$ cat config.mk
export PLATFORM = sky130hd
export DESIGN_NAME = serial_tx
export DESIGN_NICKNAME = d
export VERILOG_FILES = /design/src/rtl/serial_tx.sv
export SDC_FILE = /design/constraint.sdc
export NUM_CORES = 1
export LEC_CHECK = 0
export ABC_AREA = 1
export CORE_MARGIN = 10
export CORE_UTILIZATION = 46
export CTS_CLUSTER_DIAMETER = 80
export DETAILED_ROUTE_END_ITERATION = 8
export PLACE_DENSITY = 0.79
export SKIP_CTS_REPAIR_TIMING = 1
export SYNTH_ARGS = -nofsm -noshare
export SYNTH_HDL_FRONTEND = slang
export SYNTH_SLANG_ARGS = --single-unit
export TNS_END_PERCENT = 100
$ cat constraint.sdc
create_clock -name clk -period 1.3 [get_ports clk]
set_input_delay 0.325 -clock clk [delete_from_list [all_inputs] [get_ports clk]]
set_output_delay 0.325 -clock clk [all_outputs]
set_load 0.02 [all_outputs]
$ cat src/rtl/serial_tx.sv
// serial_tx: parallel-to-serial transmitter producing start bit, DATA_BITS data
// bits (LSB first) and a stop bit, each held CLKS_PER_BIT clocks.
// Latency: tx drops to the start level on the edge that accepts start; a frame
// lasts (DATA_BITS+2)*CLKS_PER_BIT cycles and done pulses on the first idle cycle.
// Backpressure: start is ignored while busy (not queued); the caller holds or
// re-issues it. start is accepted again in the done cycle.
//
// Ports:
//   clk      in   system clock, rising edge
//   rst      in   synchronous active-high reset, abandons any frame in progress
//   data_in  in   word to send, sampled only on the accepting edge
//   start    in   send request, honoured only in IDLE
//   tx       out  serial line, idles high
//   busy     out  high during START/DATA/STOP
//   done     out  one-cycle pulse after the stop bit
module serial_tx #(
   parameter int CLKS_PER_BIT = 4,
   parameter int DATA_BITS    = 8
) (
   input  logic                 clk,
   input  logic                 rst,
   input  logic [DATA_BITS-1:0] data_in,
   input  logic                 start,
   output logic                 tx,
   output logic                 busy,
   output logic                 done
);

   localparam int CW = (CLKS_PER_BIT > 1) ? $clog2(CLKS_PER_BIT) : 1;
   localparam int BW = (DATA_BITS > 1) ? $clog2(DATA_BITS) : 1;
   localparam logic [CW-1:0] CNT_LAST = CW'(CLKS_PER_BIT - 1);
   localparam logic [BW-1:0] IDX_LAST = BW'(DATA_BITS - 1);

   typedef enum logic [1:0] {IDLE, START, DATA, STOP} state_t;

   state_t                r_state;
   state_t                w_state_nxt;
   logic [CW-1:0]         r_cnt;
   logic [CW-1:0]         w_cnt_nxt;
   logic [BW-1:0]         r_idx;
   logic [BW-1:0]         w_idx_nxt;
   logic [DATA_BITS-1:0]  r_shift;
   logic [DATA_BITS-1:0]  w_shift_nxt;
   logic                  r_tx;
   logic                  r_busy;
   logic                  r_done;
   logic                  w_tx_nxt;
   logic                  w_busy_nxt;
   logic                  w_done_nxt;
   logic                  w_bit_end;

   assign w_bit_end = (r_cnt == CNT_LAST);

   always_comb begin
      w_state_nxt = r_state;
      w_cnt_nxt   = r_cnt;
      w_idx_nxt   = r_idx;
      w_shift_nxt = r_shift;

      case (r_state)
         IDLE: begin
            if (start) begin
               w_state_nxt = START;
               w_shift_nxt = data_in;
               w_cnt_nxt   = '0;
            end
         end
         START: begin
            if (w_bit_end) begin
               w_state_nxt = DATA;
               w_cnt_nxt   = '0;
               w_idx_nxt   = '0;
            end else begin
               w_cnt_nxt = r_cnt + CW'(1);
            end
         end
         DATA: begin
            if (w_bit_end) begin
               w_cnt_nxt = '0;
               if (r_idx == IDX_LAST) begin
                  w_state_nxt = STOP;
               end else begin
                  w_idx_nxt   = r_idx + BW'(1);
                  w_shift_nxt = r_shift >> 1;
               end
            end else begin
               w_cnt_nxt = r_cnt + CW'(1);
            end
         end
         STOP: begin
            if (w_bit_end) begin
               w_state_nxt = IDLE;
               w_cnt_nxt   = '0;
            end else begin
               w_cnt_nxt = r_cnt + CW'(1);
            end
         end
         default: begin
            w_state_nxt = IDLE;
            w_cnt_nxt   = '0;
         end
      endcase

      // Outputs are derived from the next state so they can be registered
      // without lagging the state by a cycle.
      case (w_state_nxt)
         START:   w_tx_nxt = 1'b0;
         DATA:    w_tx_nxt = w_shift_nxt[0];
         default: w_tx_nxt = 1'b1;
      endcase
      w_busy_nxt = (w_state_nxt != IDLE);
      w_done_nxt = (r_state == STOP) && (w_state_nxt == IDLE);
   end

   always_ff @(posedge clk) begin
      if (rst) begin
         r_state <= IDLE;
         r_cnt   <= '0;
         r_idx   <= '0;
         r_shift <= '0;
         r_tx    <= 1'b1;
         r_busy  <= 1'b0;
         r_done  <= 1'b0;
      end else begin
         r_state <= w_state_nxt;
         r_cnt   <= w_cnt_nxt;
         r_idx   <= w_idx_nxt;
         r_shift <= w_shift_nxt;
         r_tx    <= w_tx_nxt;
         r_busy  <= w_busy_nxt;
         r_done  <= w_done_nxt;
      end
   end

   assign tx   = r_tx;
   assign busy = r_busy;
   assign done = r_done;

endmodule

==> metrics.txt <==
PwrDens=908 nW/um^2; Distinct cells, synth=22; fmax=0.779 GHz; CTS clk-pin slew, worst paths=0.09 ns; Synth top area share=41.2%; Via density=4.89; Worst R2R Start=r_idx[0]; worst skew pair latency=0.30 ns; main area contributors after synthesis=dfxtp_1, nand2_1, a21oi_1, nor2_1, nand3_1; CP Max Fanout=7; clk_skew=0.00393 ns; Yosys warnings=0; Critical Path RT=1.50 ns; DRT antenna net count=0; Pins Over Slew Limit=0; largest net degree at the start of global routing=12; Remaining Overflow, GRT=0; port buffer count=13; final hold vios=0; number of DRC markers in iteration 0=19; TritonCTS Sinks=18; vias in the first global route=793; Chip Height=63.6 um; drc violations=0; nets@finish=157; Seq. cell area=367 sq um; register area share after synthesis=41.2%; crit path from=r_idx[0]; EDFF count, synth=0; RSZ-0062 raised after global routing=yes; I/O Pins=14; Antenna diodes=0; final total power=1.07 mW; Crit Path Class=register to register; first-pass GRT wire length=3260 um; Initial Util=49.6%; nature of the critical path endpoint=register; status=finished clean; Max IR drop VDD=610 uV; Synth Register Bits=18; FILL cells=163; setup_tns=0 ns; worst-margin pin slew=0.249 ns; Worst setup SP type=register; multi-input logic area=515 sq um; Synthesized Nets=133; most frequent cell after synthesis=nand2_1; leak pwr=0.557 nW; Vias=812; Commonest cells post-synth=nand2_1, dfxtp_1, nor2_1; hold crit path type=register to register; Num CTS Buffers=3; GR Util All Layers=9.69%; Avg WL per Cell=11.9 um; cells after synthesis=119; Tmin final=1.28 ns; slowest CP cell=dfxtp_2; CP max stage delay=0.35 ns; Die W=63.6 um; asr flop ratio synth=0%; Final Cycle Share=98.8%; post-synth top area cell=dfxtp_1; initial antenna violation count=0; data arrival time of the worst path=1.48 ns; reported max-cap violation count=0; Core Rows=15; ys flop type=dfxtp_1; CTS max path bufs=2; Hold Crit Start=r_shift[4]; Syn Area/Cell=7.35 sq um; H-tree Lvls=1; DPL Wire Length=1410 um; # setup viols final=0; layout cells sized above 1=27.0%; drt pass-1 iters=4; GP Congestion=0.860; slew margin rel.=83.4%; final WL=1970 um; Post-Route Utilization=66.7%; die area=4050 sq um; Synth Cell Area=875 sq um; Area growth syn-to-layout=34.6%; Core Box Area=1760 sq um; clock root buffer=clkbuf_4; critical path cell sequence=ha_4, ha_4, nor2_4, nand2_4, nand2_4, nor2_1, o21a_1; CTS tree=done
final timing paths:
kind	depth (start not counted)	endpoint	slack [ns]
hold reg to reg	2	r_shift[4]	0.47
hold / removal	2	r_shift[4]	0.47
setup / recovery	7	r_shift[2]	0.02
setup reg to reg	7	r_shift[2]	0.02
cell usage in the layout (no fill, tap or decap), types with 5 or more instances in the layout:
| master | count |
|---|---|
| a21oi_1 | 10 |
| buf_4 | 7 |
| clkdlybuf4s50_1 | 10 |
| dfxtp_1 | 13 |
| dfxtp_2 | 5 |
| inv_1 | 7 |
| inv_2 | 5 |
| nand2_1 | 32 |
| nand3_1 | 5 |
| nor2_1 | 12 |
registers in the layout (all words and copies together) (netlist names):
name,flops
busy,1
done,1
r_cnt,2
r_idx,3
r_shift,8
r_state,2
tx,1
cell type report:
cell class,instances,area share [%]
well taps,25,2.66
multi-input cells,87,43.8
clock buffers,3,1.91
repair buffers,20,16.2
inverters,13,4.36
flip-flops and latches,18,31.1
logic make-up (layout without fill, tap and decap cells):
family                   count (synthesis)  after routing  share of synthesized area [%]
AND/OR/NAND/NOR                         64             64                           35.5
flip-flops                              18             18                           41.2
adder cells (fa/ha/maj)                  3              3                           4.29
buffers and inverters                   14             36                           6.29
AO/OA/AOI/OAI                           20             20                           12.7
power breakdown:
group          internal, mW  switching, mW  leakage [nW]
Sequential            0.584         0.0203         0.150
Combinational        0.0916          0.103         0.394
Clock                 0.108          0.162        0.0138
critical path: cells and delay by family (launching register included):
| family | cells | cell delay (ns) |
|---|---|---|
| adder cells (fa/ha/maj) | 2 | 0.33 |
| AO/OA/AOI/OAI | 1 | 0.17 |
| flip-flops | 1 | 0.35 |
| AND/OR/NAND/NOR | 4 | 0.35 |
per-layer routing:
metal  global-route usage, %  wire length, um
met1                    10.6              864
met2                    16.5             1010
met3                    4.42               81
met4                    2.46               18
met5                       0                0
metrics by stage:
step	setup WS [ns]	std cells	hold WS, ns	area [sq um]
global route	-0.0665	166	0.505	1180
global placement	-0.0829	162	0.449	1080
detailed placement	-0.117	162	0.458	1080
CTS	-0.273	165	0.472	1100
finish	0.0156	166	0.469	1180
floorplan	0.0102	119	0.404	877
(Power assumes the default switching activity.)
